[config.mk]
export PLATFORM = sky130hd
export DESIGN_NAME = alu_pipe
export DESIGN_NICKNAME = d
export VERILOG_FILES = /design/src/rtl/alu_pipe.sv
export SDC_FILE = /design/constraint.sdc
export NUM_CORES = 1
export LEC_CHECK = 0
export ABC_AREA = 1
export CAP_MARGIN = 25
export CORE_MARGIN = 2
export CORE_UTILIZATION = 40
export DETAILED_ROUTE_END_ITERATION = 16
export PLACE_DENSITY = 0.66
export SYNTH_ARGS = -nofsm -noshare
export SYNTH_HDL_FRONTEND = slang
export SYNTH_SLANG_ARGS = --single-unit
[constraint.sdc]
create_clock -name clk -period 2.7 [get_ports clk]
set_input_delay 0.27 -clock clk [delete_from_list [all_inputs] [get_ports clk]]
set_output_delay 0.27 -clock clk [all_outputs]
set_load 0.005 [all_outputs]
[src/rtl/alu_pipe.sv]
// Parametrised sequential ALU with valid/ready handshakes, iterative shifter and accumulator.
// Define ALU_FLAGS_EN to add the registered {N,Z,C,V} flags output.
module alu_pipe #(
    parameter int WIDTH = 6,
    parameter int SHW   = 3
) (
    input  logic             clk,
    input  logic             rst,
    input  logic             in_valid,
    output logic             in_ready,
    input  logic [3:0]       op,
    input  logic             use_acc,
    input  logic [WIDTH-1:0] a,
    input  logic [WIDTH-1:0] b,
    output logic             out_valid,
    input  logic             out_ready,
    output logic [WIDTH-1:0] y,
    output logic [WIDTH-1:0] acc
`ifdef ALU_FLAGS_EN
    ,
    output logic [3:0]       flags
`endif
);

    typedef enum logic [1:0] {IDLE, SHIFT, HOLD} state_t;

`ifdef ALU_FLAGS_EN
    localparam int SUMW = WIDTH + 1;
`else
    localparam int SUMW = WIDTH;
`endif

    state_t           r_state;
    state_t           w_nextState;
    logic [WIDTH-1:0] r_work;
    logic [SHW-1:0]   r_count;
    logic             r_left;
    logic [WIDTH-1:0] r_y;
    logic [WIDTH-1:0] r_acc;

    logic [WIDTH-1:0] w_opA;
    logic [SHW-1:0]   w_count;
    logic             w_isShiftOp;
    logic             w_startShift;
    logic [WIDTH-1:0] w_x;
    logic [WIDTH-1:0] w_yop;
    logic             w_isSub;
    logic [SUMW-1:0]  w_sum;
    logic [WIDTH-1:0] w_result;
    logic [WIDTH-1:0] w_shiftNext;

    assign w_opA        = use_acc ? r_acc : a;
    assign w_count      = b[SHW-1:0];
    assign w_isShiftOp  = (op == 4'hC) || (op == 4'hD);
    assign w_startShift = w_isShiftOp && (w_count != '0);
    assign w_shiftNext  = r_left ? {r_work[WIDTH-2:0], 1'b0} : {1'b0, r_work[WIDTH-1:1]};

    // Ops 2..7 share one adder/subtractor; the extra sum bit is the carry/borrow.
    always_comb begin
        w_x     = w_opA;
        w_yop   = b;
        w_isSub = 1'b0;
        case (op)
            4'h2: w_yop = WIDTH'(1);
            4'h3: begin w_x = b; w_yop = WIDTH'(1); end
            4'h4: begin w_yop = WIDTH'(1); w_isSub = 1'b1; end
            4'h5: begin w_x = b; w_yop = WIDTH'(1); w_isSub = 1'b1; end
            4'h7: w_isSub = 1'b1;
            default: ;
        endcase
        w_sum = w_isSub ? (SUMW'(w_x) - SUMW'(w_yop)) : (SUMW'(w_x) + SUMW'(w_yop));
    end

    always_comb begin
        w_result = w_opA;
        case (op)
            4'h0:    w_result = w_opA;
            4'h1:    w_result = b;
            4'h2, 4'h3, 4'h4, 4'h5, 4'h6, 4'h7:
                     w_result = w_sum[WIDTH-1:0];
            4'h8:    w_result = w_opA & b;
            4'h9:    w_result = w_opA | b;
            4'hA:    w_result = w_opA ^ b;
            4'hB:    w_result = ~w_opA;
            4'hE:    w_result = (w_opA > b) ? w_opA : b;
            4'hF:    w_result = (w_opA < b) ? w_opA : b;
            default: w_result = w_opA;
        endcase
    end

    always_comb begin
        w_nextState = r_state;
        case (r_state)
            IDLE:    if (in_valid) w_nextState = w_startShift ? SHIFT : HOLD;
            SHIFT:   if (r_count == SHW'(1)) w_nextState = HOLD;
            HOLD:    if (out_ready) w_nextState = IDLE;
            default: w_nextState = IDLE;
        endcase
    end

    always_ff @(posedge clk or posedge rst) begin
        if (rst) r_state <= IDLE;
        else     r_state <= w_nextState;
    end

    always_ff @(posedge clk or posedge rst) begin
        if (rst) begin
            r_work  <= '0;
            r_count <= '0;
            r_left  <= 1'b0;
            r_y     <= '0;
            r_acc   <= '0;
        end else begin
            case (r_state)
                IDLE: begin
                    if (in_valid) begin
                        if (w_startShift) begin
                            r_work  <= w_opA;
                            r_count <= w_count;
                            r_left  <= (op == 4'hC);
                        end else begin
                            r_y <= w_result;
                        end
                    end
                end
                SHIFT: begin
                    r_work  <= w_shiftNext;
                    r_count <= r_count - SHW'(1);
                    if (r_count == SHW'(1)) r_y <= w_shiftNext;
                end
                HOLD: begin
                    if (out_ready) r_acc <= r_y;
                end
                default: ;
            endcase
        end
    end

`ifdef ALU_FLAGS_EN
    logic [3:0] r_flags;
    logic       w_arith;
    logic       w_carry;
    logic       w_ovf;
    logic       w_shiftOut;

    assign w_arith    = (op >= 4'h2) && (op <= 4'h7);
    assign w_carry    = w_arith & w_sum[WIDTH];
    assign w_ovf      = w_arith & (w_isSub ? (w_x[WIDTH-1] != w_yop[WIDTH-1])
                                           : (w_x[WIDTH-1] == w_yop[WIDTH-1]))
                                & (w_sum[WIDTH-1] != w_x[WIDTH-1]);
    assign w_shiftOut = r_left ? r_work[WIDTH-1] : r_work[0];

    // Flags are captured on the same edges that load r_y so they stay aligned.
    always_ff @(posedge clk or posedge rst) begin
        if (rst) begin
            r_flags <= '0;
        end else if (r_state == IDLE && in_valid && !w_startShift) begin
            r_flags <= {w_result[WIDTH-1], (w_result == '0), w_carry, w_ovf};
        end else if (r_state == SHIFT && r_count == SHW'(1)) begin
            r_flags <= {w_shiftNext[WIDTH-1], (w_shiftNext == '0), w_shiftOut, 1'b0};
        end
    end

    assign flags = r_flags;
`endif

    assign in_ready  = (r_state == IDLE);
    assign out_valid = (r_state == HOLD);
    assign y         = r_y;
    assign acc       = r_acc;

endmodule
==> flow_metrics.py <==
metrics = {
    "synth": {
        "syn_avg_cell_area_um2": 6.425,
        "synth.area.top_cells": "dfrtp_1 (24%), nand2_1 (14%), ha_1 (12%)",
        "synthCells": 385,
        "ys_types": 33,
        "synth_top_area_share_pct": 24.28,
        "synth_edf_count": 0,
        "ys_warn_count": 0,
        "synth.most_common_cell": "nand2_1",
        "syn_nets": 431,
        "synthArstFlopShare_pct": 100.0,
        "yosys_register_bits": 24,
        "synth_seq_area_share_pct": 24.28,
        "synth_common_cells": "nand2_1 (95), inv_1 (56), nor2_1 (41), o21ai_0 (33), a21oi_1 (28)",
        "synth.cell_area_um2": 2474,
        "synth-main-ff-cell": "dfrtp_1",
        "yosys.area.top_type": "dfrtp_1",
    },
    "detailed_routing": {
        "viasPerCell": 5.211,
        "vias": 2892,
        "route.met2.wl_um": 3618,
        "wl_met1_um": 3308,
        "routed_wl_um": 7516,
        "drtIter0Drc": 214,
        "top_layer_used": "met4",
        "drc": 0,
        "dr_wl_met3_um": 383,
        "ant_nets": 0,
        "drt_pass1_iterations": 5,
        "post_drt_wl_per_cell_um": 13.54,
    },
    "finish": {
        "fin_nets": 527,
        "num_antenna_cells": 0,
        "ff_latch_area_um2": 600.6,
        "num-fill-cells": 571,
        "multi_input_area_um2": 1679,
        "syn_to_final_growth_pct": 39.05,
        "drive_gt1_share_pct": 18.96,
        "design_area_um2": 3440,
    },
    "timing": {
        "fin_worst_skew_ns": 0.001689,
        "max_freq_mhz": 399.5,
        "final-hold-violation-count": 0,
        "setup_viol": 0,
        "rsz0062_at_grt": "false",
        "min_period_over_period_pct": 92.71,
        "slew_violations": 0,
        "fin_tns_setup_ns": 0,
        "worstMarginPinSlew_ns": 0.9063,
        "min_period_ns": 2.503,
        "worst_slack_ns": 0.1969,
        "slew_headroom_pct": 39.51,
    },
    "floorplanning": {
        "row_count": 28,
        "ios": 35,
        "core_um2": 5956,
        "initial_core_util_pct": 41.53,
        "die-height_um": 82.64,
        "die_area_um2": 6829,
        "die_w_um": 82.64,
    },
    "grt": {
        "grt_start_max_net_pins": 25,
        "antenna_found_initial": 0,
        "grt_pass1_wl_um": 12200,
        "gr-total-overflow": 0,
        "grt_use_total_pct": 23.23,
        "grt_pass1_vias": 2712,
    },
    "min_path": {
        "hp-class": "in -> async",
    },
    "power": {
        "intPower_uw": 1312,
        "power.density_nw_per_um2": 646.3,
        "p_switching_uw": 911.4,
        "p_leak_uw": 0.001735,
        "power_frac_comb_pct": 60.2,
        "swShare_pct": 41.00,
        "ir_worst_vdd_mv": 0.3391,
        "finalPower_uw": 2223,
        "clkPwrFrac_pct": 11.1,
        "power_frac_seq_pct": 28.7,
    },
    "critical_path": {
        "ff2ff_path_depth": 16,
        "crit_type": "in -> reg",
        "path_buf_inv": 5,
        "r2r-start": "acc[4]$_DFFE_PP0P_",
        "required_ns": 2.85,
        "critical_path.startpoint": "op[0]",
        "start_kind": "primary input",
        "crit_path_end_kind": "flip-flop",
        "worstPathMaxFanout": 3,
        "cp_slowest_cell": "clkdlybuf4s50_1",
        "max_stage_delay_ns": 0.48,
        "path_cells": "clkdlybuf4s50_1, inv_1, nand2_1, inv_1, nor2_2, inv_1, nand2_1, xnor2_1, inv_1, fa_2, or2_2, nand3_1, o211a_1, nand3_1, o21ai_2, a31oi_1",
        "rrSetupSlack_ns": 0.39,
        "crit_path_frequent_cell": "inv_1",
        "cp_data_arrival_time_ns": 2.66,
        "cp_top_family": "buffers and inverters",
        "r2r_end": "y[5]$_DFFE_PP0P_",
    },
    "clocking": {
        "htreeDepth": 1,
        "clkSlewWorstSetupHoldPaths_ns": 0.08,
        "cts_tree": "built",
        "insertion_delay_ns": 0.27,
        "clkSinkCount": 24,
        "cts_buffers": 3,
        "post_cts_buffers": 0,
        "cts_root_buf": "clkbuf_8",
        "clock_path_buffers": 2,
    },
    "place": {
        "port-buffer-count": 34,
        "dpl_cell_area_um2": 3347,
        "dpl.hpwl_um": 6186,
        "gp_congestion": 0.9676,
        "place_ws_ns": -0.4595,
    },
    "status": {
        "status": "finished, final reports clean",
    },
    "run": {
        "maxCapViolations": 0,
    },
}
-- area by class of cell --
type / instances / share of cell area, %
Inverter: 58 / 6.330
Multi-Input combinational cell: 299 / 48.82
Clock buffer: 4 / 1.601
Tap cell: 75 / 2.728
Timing Repair Buffer: 95 / 23.06
Sequential cell: 24 / 17.46
-- worst max path at each step --
stage                            end  cells past startpoint
floorplan           y[2]$_DFFE_PP0P_                     10
global placement    y[2]$_DFFE_PP0P_                     14
detailed placement  y[2]$_DFFE_PP0P_                     14
CTS                 y[5]$_DFFE_PP0P_                     20
global route        y[2]$_DFFE_PP0P_                     16
finish              y[2]$_DFFE_PP0P_                     16
-- sequential cells by signal (all words and copies together) (netlist names) --
signal and flops:
r_left 1, acc 6, r_work 6, r_count 3, y 6, r_state 2
-- power by group through the flow --
stage               Clock, uW  Combinational [uW]  Sequential (uW)
finish                    246                1340              639
global placement            0                1290              642
floorplan                   0                 703              628
detailed placement          0                1310              648
global route              263                1510              658
CTS                       248                1320              640
-- cell usage in the layout, fill, tap and decap left out, types with 23 or more instances in the layout --
cell type,synthesis,layout
nand2_1,95,95
buf_4,0,61
inv_1,56,56
nor2_1,41,40
o21ai_0,33,31
clkdlybuf4s50_1,0,30
a21oi_1,28,25
dfrtp_1,24,24
nand3_1,24,23
ha_1,24,23
-- per-stage QoR --
stage,util (%),cells,hold slack [ns]
global route,57.75,555,0.5442
global placement,56.20,551,0.4837
CTS,57.27,555,0.5242
floorplan,-,385,0.2846
finish,57.75,555,0.4996
detailed placement,56.20,551,0.5041
-- metal layers --
metal  vias to the layer above  track usage (%)
met5                         -                0
met4                         0            9.180
met3                        23            1.957
met2                        91            41.21
met1                      1316            28.94
li1                       1462                -
-- cells by family after synthesis --
logic type	share of synthesized area, %
buffers and inverters	9.560
adder cells (fa/ha/maj)	12.95
multiplexers	0.9104
flip-flops	24.28
AO/OA/AOI/OAI	20.84
AND/OR/NAND/NOR	30.40
XOR/XNOR	1.062
-- what timing repair did --
item,in CTS,in global routing
resized for setup,8,7
setup endpoints to repair,3,3
pin swaps,0,3
hold buffers,0,0
Note: power is estimated with default switching activity, not from simulation.
